**src/rtl/mem_cmd_entry.sv**
```systemverilog
// Pushbutton/switch front end for the memory controller: synchronises and debounces
// two active-low keys, builds a 16-bit entry word, and issues single read/write requests.
module mem_cmd_entry #(
  parameter int unsigned DEBOUNCE_CYCLES = 500000,
  parameter int unsigned ADDR_W          = 8
) (
  input  logic              clk,
  input  logic              reset,
  input  logic [1:0]        key_n,
  input  logic [9:0]        sw,
  output logic              req_valid,
  input  logic              req_ready,
  output logic              req_write,
  output logic [ADDR_W-1:0] req_addr,
  output logic [15:0]       req_data,
  output logic [15:0]       entry_val,
  output logic              busy
);

  localparam int unsigned CW = $clog2(DEBOUNCE_CYCLES);
  localparam logic [CW-1:0] CMAX = CW'(DEBOUNCE_CYCLES - 1);

  typedef enum logic {IDLE, REQ} state_t;

  state_t            state;
  logic [1:0]        sync1, sync2, db;
  logic [CW-1:0]     cnt [2];
  logic [1:0]        press;
  logic [ADDR_W-1:0] addr_q;

  // Press fires in the same cycle the debounced level is updated to 0.
  always_comb begin
    press = '0;
    for (int unsigned k = 0; k < 2; k++)
      press[k] = db[k] & ~sync2[k] & (cnt[k] == CMAX);
  end

  always_ff @(posedge clk) begin
    if (reset) begin
      sync1  <= '1;
      sync2  <= '1;
      db     <= '1;
      cnt[0] <= '0;
      cnt[1] <= '0;
    end else begin
      sync1 <= key_n;
      sync2 <= sync1;
      for (int unsigned k = 0; k < 2; k++) begin
        if (sync2[k] == db[k]) begin
          cnt[k] <= '0;
        end else if (cnt[k] == CMAX) begin
          db[k]  <= sync2[k];
          cnt[k] <= '0;
        end else begin
          cnt[k] <= cnt[k] + 1'b1;
        end
      end
    end
  end

  always_ff @(posedge clk) begin
    if (reset) begin
      state     <= IDLE;
      req_valid <= 1'b0;
      req_write <= 1'b0;
      req_addr  <= '0;
      req_data  <= '0;
      entry_val <= '0;
      busy      <= 1'b0;
      addr_q    <= '0;
    end else begin
      case (state)
        IDLE: begin
          if (press[1]) begin
            case (sw[9:8])
              2'b00: addr_q <= sw[ADDR_W-1:0];
              2'b01, 2'b10: begin
                req_write <= sw[9];
                req_addr  <= addr_q;
                req_data  <= entry_val;
                req_valid <= 1'b1;
                busy      <= 1'b1;
                state     <= REQ;
              end
              default: begin
                entry_val <= '0;
                addr_q    <= '0;
              end
            endcase
          end else if (press[0]) begin
            entry_val <= {entry_val[11:0], sw[3:0]};
          end
        end
        REQ: begin
          if (req_ready) begin
            req_valid <= 1'b0;
            busy      <= 1'b0;
            state     <= IDLE;
          end
        end
        default: state <= IDLE;
      endcase
    end
  end

endmodule

```
**config.mk**
```make
export PLATFORM = sky130hd
export DESIGN_NAME = mem_cmd_entry
export DESIGN_NICKNAME = d
export VERILOG_FILES = /design/src/rtl/mem_cmd_entry.sv
export SDC_FILE = /design/constraint.sdc
export NUM_CORES = 1
export LEC_CHECK = 0
export BUFFER_PORTS_ARGS = -buffer_cell sky130_fd_sc_hd__buf_4
export CAP_MARGIN = 20
export CORE_ASPECT_RATIO = 1.25
export CORE_MARGIN = 1
export CORE_UTILIZATION = 40
export CTS_CLUSTER_SIZE = 10
export DETAILED_ROUTE_END_ITERATION = 8
export SYNTH_ARGS = -nofsm -noshare
export SYNTH_HDL_FRONTEND = slang
export SYNTH_SLANG_ARGS = --single-unit
```
**constraint.sdc**
```tcl
create_clock -name clk -period 2.39 [get_ports clk]
set_clock_uncertainty 0.15 [all_clocks]
set_input_delay 0.478 -clock clk [delete_from_list [all_inputs] [get_ports clk]]
set_output_delay 0.478 -clock clk [all_outputs]
set_load 0.01 [all_outputs]
```
==> impl_results.md <==
- Clk sink count: 95
- DR WL/cell: 14.6 µm
- Critical path's largest stage delay: 690 ps
- Yosys top cell by area: dfxtp_1
- Detailed Place HPWL: 7.23 mm
- Largest cells by area after synthesis: dfxtp_1 25%, edfxtp_1 25%, a21oi_1 4.7%
- Crit end category: flop
- DRC: 0
- Slew @ Worst Pin: 731 ps
- RSZ-0062 raised after global routing: false
- Peak VDD IR: 432 µV
- 1st-iter DRT viols: 164
- Final Critical Period: about 2200 ps
- Mapped Avg Cell Area: 9.55 µm²
- # diodes: 0
- Netlist Area Pre-Place: 4540 µm²
- Critical path peak fanout: 7
- Cells after Synth: 475
- Crit-path cells: nand4_1, nor4_1, a31o_2, a21oi_1
- Initial antenna violation count: 0
- Share of the synthesized area in the top cell type: 25.2%
- Full die area: 11800 µm²
- Die H: 121 µm
- Post-cts sizing count: 0
- Gr usage total: between 15 and 20%
- TritonCTS clock tree: done
- Largest net degree at the start of global routing: 53
- Row Count: 43
- Post-CTS Setup Repair Bufs: 0
- Area Overhead vs Synth: 23.5%
- TritonRoute pass-1 iters: 4
- Clk slew on worst S/H paths: 70 ps
- Fin Setup TNS: 0 ps
- Vias in the first global route: between 3000 and 4000
- Endpoints failing hold: 0
- GPL Wtd Cong: roughly 0.8
- Port Buffers: 57
- Asr flop ratio synth: 0%
- # IOs: 58
- Yosys warns: 0
- Hold buffer count at CTS: 0
- First-pass GRT wire length: 17.1 mm
- H-tree depth: 3
- Final setup fails: 0
- R2R depth: 4
- Vias post-DR: 3740
- Vias per cell: 5.31
- Ys flop type: dfxtp_1
- CP arrival: 2130 ps
- Status: completed
- Core Area: 11100 µm²
- Max-slew headroom: 50.8%
- Worst path required time: 2320 ps
- Max frequency: around 460 MHz
- Post-synth EDFFs: 38
- Lkg Pwr: approximately 2.0 nW
- Final WL: between 10 and 15 mm
- Crit-path slowest cell: nor4_1
- Sequential cell area fraction in the yosys report: 50.3%
- Grt ovf: 0
- Placed insts: 688
- Fin crit share: 91.8%
- Crit path kind: flop to flop
- Final Max Tran Viols: 0
- PD cells: 615 nW/µm²
- Worst Hold Class: primary input to flop
- # fillers: 1041
- Post-route ant nets: 0
- Skew-Pair Late Insertion Delay: 340 ps
- Synth Register Bits: 95
- Most frequent cell after synthesis: dfxtp_1
- Layout cells sized above 1: 17.8%
- CTS max path bufs: 2
- Synth cell types: 45
- Starting density of the core: 40.9%
- Root buffer cell: clkbuf_16
- Synth cell count leaders: 57 x dfxtp_1, 43 x a21oi_1, 38 x edfxtp_1, 38 x o21ai_0, 37 x nor2_1
- Post-Layout Cell Count: between 700 and 800
- Die Wd: 97.3 µm
- Setup crit start kind: flop
- NumNets Final: 585
- CTS Buf Count: 9
- MaxCap Viol Count: 0
- Hold path depth: 2
==> per-layer routing <==
layer	global-route usage, %	routed length [µm]
met5	0	0
met4	6.07	119
met3	4.26	396
met2	30.8	5080
met1	22.6	4700
==> kinds of logic (layout without fill, tap and decap cells) <==
family	count (synthesis)	in the layout	share of synthesized area, %
xor gates and xnor gates	26	26	5.02
DFF	95	95	50.3
adders and majority gates	6	6	1.65
and+or+nand+nor	182	182	22.0
buffers and inverters	44	101	4.00
AOI/OAI and AO/OA	105	105	13.4
other	1	38	0.0827
muxes	16	16	3.53
==> power breakdown <==
part	switching, mW	internal, mW	total [mW]
registers	0.0392	1.71	1.75
logic	0.0719	0.0510	0.123
clock network	0.622	0.946	1.57
total	0.733	2.71	3.44
==> registers in the layout, indices dropped and copies added (netlist names) <==
signal,flops
db,2
req_data,16
sync2,2
req_write,1
busy,1
cnt,38
addr_q,8
entry_val,16
sync1,2
req_addr,8
state,1
==> cell type report <==
type,instances,area (µm²),area share (%)
Sequential cell,95,2280,40.7
Inverter,12,45.0,0.804
Multi-Input combinational cell,373,2210,39.5
Clock buffer,12,279,4.98
Clock inverter,4,56.3,1.00
Tap cell,135,169,3.01
Timing Repair Buffer,73,561,10.0
==> worst max-delay path, delay by kind of cell (launching register included) <==
kind	cells	cell delay, ps
compound gates	2	300
flops	1	490
simple gates	2	990
==> worst paths after layout <==
| kind | startpoint | end | slack (ps) |
|---|---|---|---|
| min | key_n[1] | sync1[1] | 180 |
| min reg2reg | sync1[1] | sync2[1] | 260 |
| max | cnt[1][5] | cnt[1][18] | 200 |
| max reg2reg | cnt[1][5] | cnt[1][18] | 200 |
==> layout by cell type (no fill, tap or decap), types with 2 or more instances in the layout <==
cell type	synthesis	layout
o211ai_1	4	4
nand3_1	35	35
inv_1	12	12
o21ai_0	38	38
buf_4	2	72
nor3_1	5	5
nand2_1	30	30
mux2i_1	16	16
clkinv_4	0	2
clkbuf_16	0	11
nand4b_1	3	3
xnor2_1	16	16
nand4_1	24	24
a31o_2	2	2
or2_2	5	5
nor4bb_1	3	3
and3_1	3	3
nor4_1	8	8
o31ai_1	2	2
nor4b_1	5	5
xor2_1	10	10
edfxtp_1	38	38
or4_1	3	3
a21oi_1	43	43
conb_1	1	38
nor2_1	37	37
and4_1	4	4
or3_1	6	6
ha_1	6	6
dfxtp_1	57	57
and2_1	2	2
nand2b_1	3	3
o21bai_1	12	12
==> stage by stage <==
step           setup WS (ps)  power (mW)  cell area [µm²]  hold WS, ps  util (%)
2_1_floorplan            206        1.86             4680          239         -
3_3_place_gp             263        1.91             5270          252      47.5
3_5_place_dp             213        1.91             5270          254      47.5
4_1_cts                  200        3.49             5600          172      50.6
5_1_grt                 70.9        3.57             5600          178      50.6
6_report                 195        3.44             5600          182      50.6
Note: power is estimated with default switching activity, not from simulation.
